--- config.mk ---
export PLATFORM = sky130hd
export DESIGN_NAME = pio_sequencer
export DESIGN_NICKNAME = d
export VERILOG_FILES = /design/src/rtl/pio_sequencer.sv
export SDC_FILE = /design/constraint.sdc
export NUM_CORES = 1
export LEC_CHECK = 0
export BUFFER_PORTS_ARGS = -buffer_cell sky130_fd_sc_hd__buf_2
export CAP_MARGIN = 40
export CORE_MARGIN = 10
export CORE_UTILIZATION = 41
export CTS_CLUSTER_DIAMETER = 40
export DETAILED_ROUTE_END_ITERATION = 16
export PLACE_DENSITY = 0.77
export SETUP_SLACK_MARGIN = 0.15
export SLEW_MARGIN = 20
export SYNTH_ARGS = -nofsm -noshare
export SYNTH_HDL_FRONTEND = slang
export SYNTH_SLANG_ARGS = --single-unit
--- constraint.sdc ---
create_clock -name clk -period 1.5 [get_ports clk]
set_input_delay 0.15 -clock clk [delete_from_list [all_inputs] [get_ports clk]]
set_output_delay 0.15 -clock clk [all_outputs]
set_load 0.05 [all_outputs]
--- src/rtl/pio_sequencer.sv ---
// PIO access sequencer: arbitrates a register port and a data port onto one
// PIO timing controller, with an optional IORDY timeout per access.
module pio_sequencer #(
    parameter int TWIDTH  = 8,
    parameter int DWIDTH  = 16,
    parameter int TOWIDTH = 16
) (
    input  logic                clk,
    input  logic                rst,

    input  logic                req0,
    input  logic                we0,
    input  logic [3:0]          adr0,
    input  logic [DWIDTH-1:0]   dat0_i,
    input  logic [4*TWIDTH-1:0] tim0,
    output logic                ack0,
    output logic                err0,

    input  logic                req1,
    input  logic                we1,
    input  logic [3:0]          adr1,
    input  logic [DWIDTH-1:0]   dat1_i,
    input  logic [4*TWIDTH-1:0] tim1,
    output logic                ack1,
    output logic                err1,

    output logic [DWIDTH-1:0]   rdat_o,

    input  logic                to_en,
    input  logic [TOWIDTH-1:0]  to_limit,

    output logic                pio_go,
    output logic                pio_we,
    output logic                pio_rst,
    output logic [TWIDTH-1:0]   pio_T1,
    output logic [TWIDTH-1:0]   pio_T2,
    output logic [TWIDTH-1:0]   pio_T4,
    output logic [TWIDTH-1:0]   pio_Teoc,
    output logic [3:0]          pio_adr,
    output logic [DWIDTH-1:0]   pio_dout,
    input  logic [DWIDTH-1:0]   pio_din,
    input  logic                pio_done,
    input  logic                pio_dstrb
);

    typedef enum logic [2:0] {IDLE, ISSUE, WAIT, ACK, ABORT} state_t;

    state_t               state;
    state_t               state_nxt;
    logic                 gnt;
    logic                 last_gnt;
    logic [TOWIDTH-1:0]   cnt;

    logic                 sel;
    logic                 sel_we;
    logic [3:0]           sel_adr;
    logic [DWIDTH-1:0]    sel_dat;
    logic [4*TWIDTH-1:0]  sel_tim;

    // Counter sticks at all-ones so a long wait can never alias a small limit.
    function automatic logic [TOWIDTH-1:0] sat_inc(input logic [TOWIDTH-1:0] v);
        return (&v) ? v : v + {{(TOWIDTH-1){1'b0}}, 1'b1};
    endfunction

    always_comb begin
        sel     = (req0 && req1) ? ~last_gnt : req1;
        sel_we  = sel ? we1    : we0;
        sel_adr = sel ? adr1   : adr0;
        sel_dat = sel ? dat1_i : dat0_i;
        sel_tim = sel ? tim1   : tim0;
    end

    always_ff @(posedge clk) begin
        if (rst) state <= IDLE;
        else     state <= state_nxt;
    end

    always_comb begin
        state_nxt = state;
        case (state)
            IDLE:    if (req0 || req1) state_nxt = ISSUE;
            ISSUE:   state_nxt = WAIT;
            WAIT: begin
                if (pio_done)                      state_nxt = ACK;
                else if (to_en && cnt == to_limit) state_nxt = ABORT;
            end
            ACK:     state_nxt = IDLE;
            ABORT:   state_nxt = IDLE;
            default: state_nxt = IDLE;
        endcase
    end

    always_comb begin
        pio_go  = (state == ISSUE);
        pio_rst = (state == ABORT);
        ack0    = (state == ACK || state == ABORT) && !gnt;
        ack1    = (state == ACK || state == ABORT) &&  gnt;
        err0    = (state == ABORT) && !gnt;
        err1    = (state == ABORT) &&  gnt;
    end

    // Bus-side fields are captured only on grant and then held, which keeps
    // address and write data stable through the controller's Teoc phase.
    always_ff @(posedge clk) begin
        if (rst) begin
            gnt      <= 1'b0;
            last_gnt <= 1'b1;
            pio_we   <= 1'b0;
            pio_adr  <= '0;
            pio_dout <= '0;
            pio_T1   <= '0;
            pio_T2   <= '0;
            pio_T4   <= '0;
            pio_Teoc <= '0;
            cnt      <= '0;
            rdat_o   <= '0;
        end else begin
            if (state == IDLE && (req0 || req1)) begin
                gnt      <= sel;
                last_gnt <= sel;
                pio_we   <= sel_we;
                pio_adr  <= sel_adr;
                pio_dout <= sel_dat;
                pio_T1   <= sel_tim[TWIDTH-1:0];
                pio_T2   <= sel_tim[2*TWIDTH-1:TWIDTH];
                pio_T4   <= sel_tim[3*TWIDTH-1:2*TWIDTH];
                pio_Teoc <= sel_tim[4*TWIDTH-1:3*TWIDTH];
            end
            if (state == ISSUE)
                cnt <= '0;
            else if (state == WAIT && !pio_done)
                cnt <= sat_inc(cnt);
            if (state == WAIT && pio_dstrb && !pio_we)
                rdat_o <= pio_din;
        end
    end

endmodule

# Word level (Yosys, flattened, before mapping)
# Cells that the tools add are included.
# Widths: inputs -> output; s select.
# classes
addsub	1
eq_ne	7
muxes	9
n_bitwise	2
reduce_logical	20
# ops
cell	n
$mux 32	1
$add 16x1->16 const B	1
$eq 16x16->1	1
$mux 16	1
$reduce_and 16->1	1
$logic_and 1x1->1	10
$mux 3	3
$pmux 3 s3	1
$eq 3x2->1 const B	2
$mux 4	1
$reduce_and 2->1	2
$eq 3x1->1 const B	1
$eq 3x3->1 const B	1
$logic_not 1->1	3
$logic_not 3->1	1
$ne 3x3->1 const B	1
$logic_or 1x1->1	2
$mux 1	2
$ne 2x2->1 const B	1
$not 1->1	2
$reduce_or 2->1	1
# totals
ff_bits	90
input_bits	145

# Depth between registers and ports, before layout
# Gate-level depths: netlist (run 1).
# logic_depth
word_depth	5
depth_mapped	7

# Least setup slack after synthesis (run 1)
# Ideal clock, no wire load.
# synth_path
kind	register -> output
start	reg state[2]
end	out ack1
arrival_ps	2625
setup_slack_ps	-1275
stages_incl_launch_ff	4
cell_sequence	dfxtp_1 -> nor3b_1 -> a21oi_1 -> nor2b_1
# synth_via
elab_chain_cells	3
elab_cells_between_ends	4
cone_classes	eq/ne: 2; reduce/logical: 2
# synth_rtl
element	line_no	rtl
start: declaration	48	state_t state;
start signal: assignment	75	else state <= state_nxt;
$eq 3x3->1	--	
named net pio_rst	34	output logic pio_rst,
$logic_or 1x1->1	97	ack1 = (state == ACK || state == ABORT) && gnt;
$logic_and 1x1->1	97	
end: declaration	24	output logic ack1,
# The timed path passes the listed nets, and every way through them passes these cells.

# Worst setup path in the final report (run 1)
# layout_path
start	reg state[2]
end	out ack1
# layout_via
elab_chain_cells	3
elab_cells_between_ends	4
cone_classes	eq/ne: 2; reduce/logical: 2
# layout_rtl
element	line_no
$eq 3x2->1 / $eq 3x3->1 (equally long branches)	97
$logic_or 1x1->1 (*)	97
$logic_and 1x1->1 (*)	97
# Mark *: on every way between the ends. The rest lies on a longest branch, timed or not.

==> flow_metrics.py, run 1 <==
metrics = {
    "outcome": {
        "status": "finished with violations",
        "violations": "negative setup slack",
    },
    "setup_path": {
        "crit_end": "ack1",
        "r2r_end": "cnt[8]$_SDFFE_PP0P_",
        "critPathCaptureType": "primary output",
        "r2r_slack_ns": -0.21,
        "setup.worst_path.start": "state[2]$_SDFFE_PP0P_",
        "startpoint_type": "flip-flop",
        "reg2reg_depth": 6,
        "r2r_start": "state[0]$_SDFFE_PP0P_",
        "crit_type": "reg2out",
        "path_cells": "buf_6 > and2b_2 > a21oi_4 > nor2b_4 > buf_8",
        "slowest_delay_ns": 0.37,
        "slowest_stage": "dfxtp_4",
        "crit_arrival_ns": 1.57,
        "cpLargestDelayFamily": "flip-flops",
        "cp.depth": 5,
        "critPathMaxFanout": 6,
        "path_buf_inv": 2,
        "cp.required_ns": 1.35,
    },
    "floorplan": {
        "coreArea_um2": 9910,
        "top_level_ports": 220,
        "die-area_um2": 14740,
        "chipHeight_um": 121.4,
        "start_util_pct": 42.56,
        "die_width_um": 121.4,
        "rows": 36,
    },
    "timing": {
        "min_period_ns": 1.716,
        "clock_skew_ns": 0.01393,
        "hold_viol_final": 0,
        "postLayoutSetupSlackWorst_ns": -0.2157,
        "grt_setup_unrepaired": "true",
        "hold_slack_ns": 0.02469,
        "fmax_mhz": 582.9,
        "fin_crit_sh_pct": 114.4,
        "tightest_slew_ns": 0.3791,
        "finalMaxSlewViolations": 0,
        "slew_headroom_pct": 74.73,
        "setup_violations": 83,
    },
    "routing": {
        "detail_route.wl_per_cell_um": 18.95,
        "ant_nets": 0,
        "drt-initial-drc-count": 176,
        "vias_per_cell": 5.268,
        "drc_errors": 0,
        "wirelength_um": 16160,
        "vias": 4494,
        "firstDrtPassIters": 4,
    },
    "clock_network": {
        "clk_pin_slew_ns": 0.09,
        "h-tree-depth": 3,
        "clk_latency_ns": 0.37,
        "clock_sinks": 90,
        "cts-buffers-inserted": 9,
        "cts-root-buf": "clkbuf_8",
        "postCtsHoldBufs": 0,
        "cts_tree": "yes",
        "cts_buffer_depth": 2,
    },
    "run": {
        "cap_violations": 0,
    },
    "placement": {
        "dpl.hpwl_um": 11430,
        "place_inst": 808,
        "port-buffer-count": 219,
        "gp_congestion": 0.8861,
        "post-place-ws_ns": -0.1607,
    },
    "logic_synthesis": {
        "synth-main-ff-cell": "dfxtp_1",
        "synth_top_cells_by_count": "dfxtp_1, nor2_1, mux2i_1",
        "synth_mux_area_share_pct": 16.85,
        "synth_most_common_cell": "dfxtp_1",
        "synth_cell_types": 45,
        "yosys_warnings": 0,
        "yosys.area_share.adder_pct": 0.2966,
        "synth_xor_area_share_pct": 3.322,
        "synth_simple_gate_area_share_pct": 16.11,
        "synthesis.nets": 595,
        "synth_compound_area_share_pct": 16.02,
        "synth_top_family_by_area": "multiplexers",
        "netlist.area_leader.share_pct": 42.72,
        "ys_ff_latch": 90,
        "synth_area_leader_cell": "dfxtp_1",
        "synth_edf_count": 0,
        "synthArstFlopShare_pct": 0,
        "synthCells": 449,
        "yosysSeqAreaShare_pct": 42.72,
        "mappedNetlistArea_um2": 4218,
        "synthTopCellsByArea": "dfxtp_1, mux2i_1, a211oi_1",
        "avgSynthCellArea_um2": 9.394,
    },
    "global_route": {
        "grt_max_degree": 38,
        "antenna_found_initial": 0,
        "first_global_vias": 4834,
        "grt_pass1_wl_um": 24210,
        "track_usage_pct": 20.24,
        "grt-ovfl-total": 0,
    },
    "finish": {
        "layout.nets": 861,
        "final.fill_count": 755,
        "final_core_util_pct": 68.28,
        "final_cells": 853,
        "diodes": 0,
        "drive_gt1_share_pct": 52.36,
        "area_delta_synth_final_pct": 60.43,
    },
    "min_path": {
        "hold_class": "in2reg",
    },
    "power_and_ir_drop": {
        "powerDensity_nw_per_um2": 1005,
        "cellLeakagePower_uw": 0.003069,
        "p_sw_uw": 2505,
        "clkPwrFrac_pct": 24.5,
        "p_comb_share_pct": 35.4,
        "p_seq_share_pct": 40.1,
        "p_int_uw": 4294,
        "p_sw_share_pct": 36.84,
        "ir_drop_mv": 0.6372,
    },
}
==> cell usage in the layout (no fill, tap or decap), types with 3 or more instances in the layout <==
| cell | netlist | routed |
|---|---|---|
| buf_12 | 0 | 8 |
| bufbuf_16 | 0 | 3 |
| a21oi_2 | 0 | 6 |
| buf_6 | 3 | 22 |
| dfxtp_2 | 0 | 10 |
| nand3_1 | 7 | 4 |
| nor2_1 | 76 | 73 |
| mux2i_1 | 71 | 70 |
| nand2_1 | 12 | 10 |
| nand4_1 | 6 | 6 |
| nor3_1 | 9 | 6 |
| dfxtp_1 | 90 | 76 |
| nor2_4 | 0 | 3 |
| clkbuf_8 | 0 | 9 |
| a211oi_2 | 0 | 3 |
| buf_4 | 0 | 42 |
| xnor2_2 | 0 | 3 |
| dfxtp_4 | 0 | 4 |
| xnor2_1 | 16 | 13 |
| buf_2 | 22 | 213 |
| a21oi_1 | 13 | 6 |
| a211oi_1 | 56 | 53 |
| o31ai_2 | 0 | 4 |
==> state kept, by name, summed over array words and instances (netlist names) <==
name      count
cnt          16
pio_dout     16
rdat_o       16
pio_T1        8
pio_T2        8
pio_T4        8
pio_Teoc      8
pio_adr       4
state         3
gnt           1
last_gnt      1
pio_we        1
==> worst min-delay path, delay by kind of cell <==
family	cells	cell delay, ns
buffers and inverters	1	0.07
and+or+nand+nor	1	0.07
muxes	1	0.06
==> kinds of logic (layout without fill, tap and decap cells) <==
group	count (synthesis)	after routing
adder cells (fa/ha/maj)	1	1
multiplexers	71	71
AO/OA/AOI/OAI	93	93
flip-flops	90	90
XOR/XNOR	16	16
buffers and inverters	39	310
AND/OR/NAND/NOR	139	139
==> per-stage QoR <==
| step | total power (uW) | instance area [um^2] | setup TNS, ns |
|---|---|---|---|
| 2_1_floorplan | 4227 | 4319 | -4.573 |
| 3_3_place_gp | 4844 | 5779 | -2.121 |
| 3_5_place_dp | 4893 | 5779 | -4.518 |
| 4_1_cts | 6818 | 6624 | -8.167 |
| 5_1_grt | 7112 | 6766 | -15.69 |
| 6_report | 6800 | 6766 | -7.056 |
==> power by group through the flow <==
| stage | clock network [uW] | logic (uW) | registers (uW) |
|---|---|---|---|
| global route | 1800 | 2550 | 2760 |
| CTS | 1710 | 2390 | 2730 |
| global placement | 0 | 2070 | 2780 |
| finish | 1670 | 2400 | 2730 |
| floorplan | 0 | 727 | 3500 |
| detailed placement | 0 | 2110 | 2780 |
==> layer usage <==
layer	wire length, um	part of all wire (%)	vias up	global-route usage (%)
met3	1652	10	33	8.981
met1	6119	38	2076	21.08
met2	8013	50	217	34.78
li1	-	-	2168	-
met4	379	2.3	0	8.346
met5	0	0	-	0
==> worst min-delay path by stage <==
stage | startpoint | cells past startpoint | to
after floorplan | to_en | 2 | state[2]$_SDFFE_PP0P_
after global placement | pio_din[14] | 3 | rdat_o[14]$_SDFFE_PP0P_
after detailed placement | pio_din[6] | 3 | rdat_o[6]$_SDFFE_PP0P_
after CTS | pio_din[6] | 3 | rdat_o[6]$_SDFFE_PP0P_
after global routing | pio_din[5] | 3 | rdat_o[5]$_SDFFE_PP0P_
final | pio_din[6] | 3 | rdat_o[6]$_SDFFE_PP0P_
==> cell type report <==
class                      instances  area, um^2  area share [%]
clock buffer                      10       127.6           1.886
tap                              133       166.4           2.459
inverter                           2       7.507          0.1109
clock inverter                     6       67.56          0.9985
timing repair buffer             292        1972           29.14
multi-input combinational        320        2596           38.37
sequential                        90        1829           27.03
==> repair_timing <==
| action | CTS | global route |
|---|---|---|
| hold endpoints to repair | 0 | 0 |
| resized for setup | 79 | 29 |
| setup buffers | 22 | 2 |
| pin swaps | 33 | 12 |
| setup endpoints to repair | 95 | 95 |
| gates cloned | 5 | 0 |
No activity file was read; power rests on OpenSTA's default activity.
==> inputs of run 2 (changes only) <==
- RECOVER_POWER: not set -> 50
==> flow_metrics.py, run 2 (same netlist as run 1, synthesis figures left out) <==
metrics = {
    "outcome": {
        "status": "finished with violations",
        "violations": "negative setup slack",
    },
    "finish": {
        "final_core_util_pct": 67.89,
        "area_delta_synth_final_pct": 59.51,
        "layout_common_cells": "buf_2, dfxtp_1, nor2_1",
        "drive_gt1_share_pct": 48.06,
        "diodes": 0,
        "mostFrequentLayoutCell": "buf_2",
        "final.fill_count": 776,
        "top_regs": "cnt (16), pio_dout (16), rdat_o (16)",
        "multiInputGateArea_um2": 2596,
        "regArea_um2": 1829,
        "layout.nets": 861,
    },
    "clock_network": {
        "clk_pin_slew_ns": 0.09,
        "clk_latency_ns": 0.37,
        "h-tree-depth": 3,
        "clock_sinks": 90,
        "cts_tree": "yes",
        "cts_buffer_depth": 2,
        "cts-root-buf": "clkbuf_8",
        "cts-buffers-inserted": 9,
    },
    "routing": {
        "wirelength_um": 16220,
        "firstDrtPassIters": 4,
        "drc_errors": 0,
        "vias": 4500,
        "ant_nets": 0,
        "drt-initial-drc-count": 169,
        "vias_per_cell": 5.275,
        "detail_route.wl_per_cell_um": 19.02,
    },
    "floorplan": {
        "top_level_ports": 220,
        "start_util_pct": 42.56,
        "coreArea_um2": 9910,
        "chipHeight_um": 121.4,
        "die_width_um": 121.4,
        "rows": 36,
        "die-area_um2": 14740,
    },
    "global_route": {
        "first_global_vias": 4834,
        "grt_max_degree": 38,
        "track_usage_pct": 20.24,
        "grt-ovfl-total": 0,
        "antenna_found_initial": 0,
        "grt_pass1_wl_um": 24210,
    },
    "power_and_ir_drop": {
        "cellLeakagePower_uw": 0.002945,
        "p_comb_share_pct": 35.1,
        "clkPwrFrac_pct": 24.6,
        "p_sw_uw": 2513,
        "p_int_uw": 4271,
        "p_sw_share_pct": 37.05,
        "powerDensity_nw_per_um2": 1008,
        "ir_drop_mv": 0.6335,
        "p_seq_share_pct": 40.3,
    },
    "setup_path": {
        "startpoint_type": "flip-flop",
        "crit_type": "reg2out",
        "crit_arrival_ns": 1.57,
        "reg2reg_depth": 7,
        "critPathCaptureType": "primary output",
        "critPathMaxFanout": 6,
        "cp.required_ns": 1.35,
    },
    "run": {
        "cap_violations": 0,
    },
    "timing": {
        "fin_setup_tns_ns": -7.147,
        "fin_crit_sh_pct": 114.6,
        "setup_violations": 83,
        "slew_headroom_pct": 56.42,
        "grt_setup_unrepaired": "true",
        "postLayoutSetupSlackWorst_ns": -0.2192,
        "min_period_ns": 1.719,
        "finalMaxSlewViolations": 0,
        "clock_skew_ns": 0.01491,
        "tightest_slew_ns": 0.6565,
        "hold_viol_final": 0,
        "fmax_mhz": 581.7,
    },
    "placement": {
        "post-place-ws_ns": -0.1607,
        "port-buffer-count": 219,
        "gp_congestion": 0.8861,
        "dpl.hpwl_um": 11430,
    },
    "min_path": {
        "holdPathStages": 3,
        "hold_class": "in2reg",
    },
}
run 2: worst max-delay path, cell delays in order (launching register included):
cell	delay [ns]
dfxtp_4	0.37
buf_6	0.13
and2b_2	0.25
a21oi_4	0.24
nor2b_4	0.07
buf_8	0.15
run 2: metrics by stage:
| stage | total power, uW | instance area, um^2 | cells | hold WS, ns |
|---|---|---|---|---|
| floorplan | 4227 | 4319 | 449 | 0.2937 |
| global placement | 4844 | 5779 | 808 | 0.3895 |
| detailed placement | 4893 | 5779 | 808 | 0.3992 |
| CTS | 6818 | 6624 | 851 | 0.01145 |
| global route | 7092 | 6728 | 853 | 0.02965 |
| finish | 6784 | 6728 | 853 | 0.02442 |
run 2: repair_timing:
action | in CTS | in global routing
cloned | 5 | 0
pin swaps | 33 | 12
hold buffers | 0 | 0
resized for setup | 79 | 29
setup buffers | 22 | 2
endpoints found under the setup margin | 95 | 95
run 2: worst paths after layout:
kind | start | to | slack (ns)
hold / removal | pio_din[6] | rdat_o[6]$_SDFFE_PP0P_ | 0.02
setup / recovery | state[2]$_SDFFE_PP0P_ | ack1 | -0.22
setup reg to reg | state[0]$_SDFFE_PP0P_ | cnt[3]$_SDFFE_PP0P_ | -0.21
hold reg to reg | pio_Teoc[5]$_SDFFE_PP0P_ | pio_Teoc[5]$_SDFFE_PP0P_ | 0.50
run 2: power groups by stage:
stage                     Clock, uW  Sequential [uW]  Combinational [uW]
final                          1670             2730                2380
after CTS                      1710             2730                2390
after floorplan                   0             3500                 727
after global placement            0             2780                2070
after detailed placement          0             2780                2110
after global routing           1800             2760                2530
run 2: layout make-up:
type / instances / share of cell area (%)
Tap cell: 133 / 2.474
Sequential cell: 90 / 27.19
Inverter: 2 / 0.1116
Multi-Input combinational cell: 320 / 38.59
Clock buffer: 10 / 1.897
Timing Repair Buffer: 292 / 28.73
Clock inverter: 6 / 1.004
run 2: routing by layer:
metal | wire [um] | up-vias | track usage (%)
met2 | 8038 | 211 | 34.78
met5 | 0 | - | 0
met4 | 385 | 0 | 8.346
li1 | - | 2166 | -
met1 | 6184 | 2089 | 21.08
met3 | 1613 | 34 | 8.981
==> inputs of run 3 (changes only) <==
- REMOVE_ABC_BUFFERS: not set -> 1
==> flow_metrics.py, run 3 (same netlist as run 1, synthesis figures left out) <==
metrics = {
    "clock_network": {
        "clk_latency_ns": 0.36,
        "clock_sinks": 90,
        "cts_buffer_depth": 2,
        "cts-root-buf": "clkbuf_8",
        "h-tree-depth": 3,
        "postCtsHoldBufs": 0,
        "cts_tree": "yes",
        "clk_pin_slew_ns": 0.10,
        "cts-buffers-inserted": 9,
    },
    "setup_path": {
        "r2r_end": "cnt[8]$_SDFFE_PP0P_",
        "r2r_slack_ns": -0.29,
        "slowest_delay_ns": 0.48,
        "crit_arrival_ns": 2.08,
        "critPathMaxFanout": 4,
        "path_cells": "buf_6 > nor4b_4 > buf_4 > nand3_4 > or4_1 > a21oi_1",
        "startpoint_type": "flip-flop",
        "setup.worst_path.start": "state[0]$_SDFFE_PP0P_",
        "crit_type": "reg2reg",
        "r2r_start": "state[0]$_SDFFE_PP0P_",
        "cp.required_ns": 1.79,
        "path_buf_inv": 2,
        "slowest_stage": "or4_1",
        "cpLargestDelayFamily": "simple AND/OR/NAND/NOR gates",
        "critPathCaptureType": "flip-flop",
        "reg2reg_depth": 6,
    },
    "finish": {
        "top_regs": "cnt (16), pio_dout (16), rdat_o (16)",
        "layout_common_cells": "buf_2, dfxtp_1, mux2i_1",
        "stdcell_area_um2": 7659,
        "drive_gt1_share_pct": 59.63,
        "area_delta_synth_final_pct": 81.58,
        "layout.nets": 894,
        "mostFrequentLayoutCell": "buf_2",
        "diodes": 0,
    },
    "floorplan": {
        "top_level_ports": 220,
        "coreArea_um2": 9910,
        "die-area_um2": 14740,
        "start_util_pct": 42.56,
        "die_width_um": 121.4,
        "chipHeight_um": 121.4,
        "rows": 36,
    },
    "placement": {
        "gp_congestion": 0.8750,
        "port-buffer-count": 219,
        "placed_area_um2": 5782,
        "dpl.hpwl_um": 11220,
        "post-place-ws_ns": -0.2182,
    },
    "outcome": {
        "status": "finished with violations",
        "violations": "negative setup slack",
    },
    "routing": {
        "ant_nets": 0,
        "drt-initial-drc-count": 280,
        "detail_route.wl_per_cell_um": 20.94,
        "wirelength_um": 18550,
        "vias": 4905,
        "drc_errors": 0,
        "firstDrtPassIters": 5,
        "vias_per_cell": 5.536,
    },
    "run": {
        "cap_violations": 0,
    },
    "timing": {
        "clock_skew_ns": 0.01452,
        "fin_crit_sh_pct": 119.4,
        "fmax_mhz": 558.4,
        "hold_viol_final": 0,
        "hold_slack_ns": 0.03234,
        "setup_violations": 92,
        "tightest_slew_ns": 0.6530,
        "slew_headroom_pct": 56.65,
        "finalMaxSlewViolations": 0,
        "min_period_ns": 1.791,
        "grt_setup_unrepaired": "true",
        "postLayoutSetupSlackWorst_ns": -0.2908,
    },
    "min_path": {
        "holdPathStages": 3,
        "hold-path-endpoint": "rdat_o[3]$_SDFFE_PP0P_",
        "hold_start": "pio_din[3]",
        "hold_class": "in2reg",
    },
    "global_route": {
        "grt_pass1_wl_um": 26230,
        "first_global_vias": 5148,
        "track_usage_pct": 21.85,
        "grt_max_degree": 35,
        "antenna_found_initial": 0,
        "grt-ovfl-total": 0,
    },
    "power_and_ir_drop": {
        "total_power_uw": 7778,
        "powerDensity_nw_per_um2": 1016,
        "ir_drop_mv": 0.6614,
        "cellLeakagePower_uw": 0.003230,
    },
}
## run 3: changes by cell type in the layout (fill, tap and decap cells not counted), sizes merged
cell and delta:
bufbuf -3, inv +1, o21a +1, buf +34
clkbuf +1, clkinvlp -1
## run 3: power by group
part	switching, uW	internal [uW]
logic	1860	1420
registers	168	2610
clock network	893	820
## run 3: how the worst max path moves through the flow
stage                                endpoint  cells after the start
finish                    cnt[8]$_SDFFE_PP0P_                      6
global route              cnt[8]$_SDFFE_PP0P_                      6
CTS                                      ack1                      7
detailed placement  pio_dout[13]$_SDFFE_PP0P_                      6
global placement          cnt[8]$_SDFFE_PP0P_                      5
floorplan              pio_T1[0]$_SDFFE_PP0P_                      3
## run 3: worst register-to-register path: cells and delay by family, from the launching register on
family	cells	cell delay [ns]
AOI/OAI and AO/OA	1	0.13
buffers and inverters	2	0.34
DFF	1	0.34
and+or+nand+nor	3	0.93
## run 3: cell type report
| type | instances | area, um^2 |
|---|---|---|
| multi-input combinational | 321 | 2935 |
| fill | 630 | 2251 |
| clock inverter | 6 | 65.06 |
| tap | 133 | 166.4 |
| inverter | 2 | 7.507 |
| timing repair buffer | 324 | 2522 |
| sequential | 90 | 1824 |
| clock buffer | 10 | 137.6 |
## run 3: layer usage
layer / wire length, um / GRT usage (%) / part of all wire, %
met5: 0 / 0 / 0
met2: 9299 / 37.08 / 50
met1: 7145 / 24.89 / 39
met4: 604 / 7.377 / 3.3
met3: 1501 / 7.725 / 8.1
## run 3: repair_timing
| item | CTS | global route |
|---|---|---|
| pin swaps | 59 | 38 |
| endpoints found under the setup margin | 95 | 95 |
| gates resized for setup | 108 | 117 |
| setup buffers | 28 | 7 |
| gates cloned | 17 | 1 |
## run 3: metrics by stage
step                TNS (ns)  std cells  util, %
floorplan            -299.31        412        -
global placement      -2.379        817    58.35
detailed placement    -6.758        817    58.35
CTS                   -6.051        878    71.58
global route          -19.32        886    77.29
finish                -14.30        886    77.29
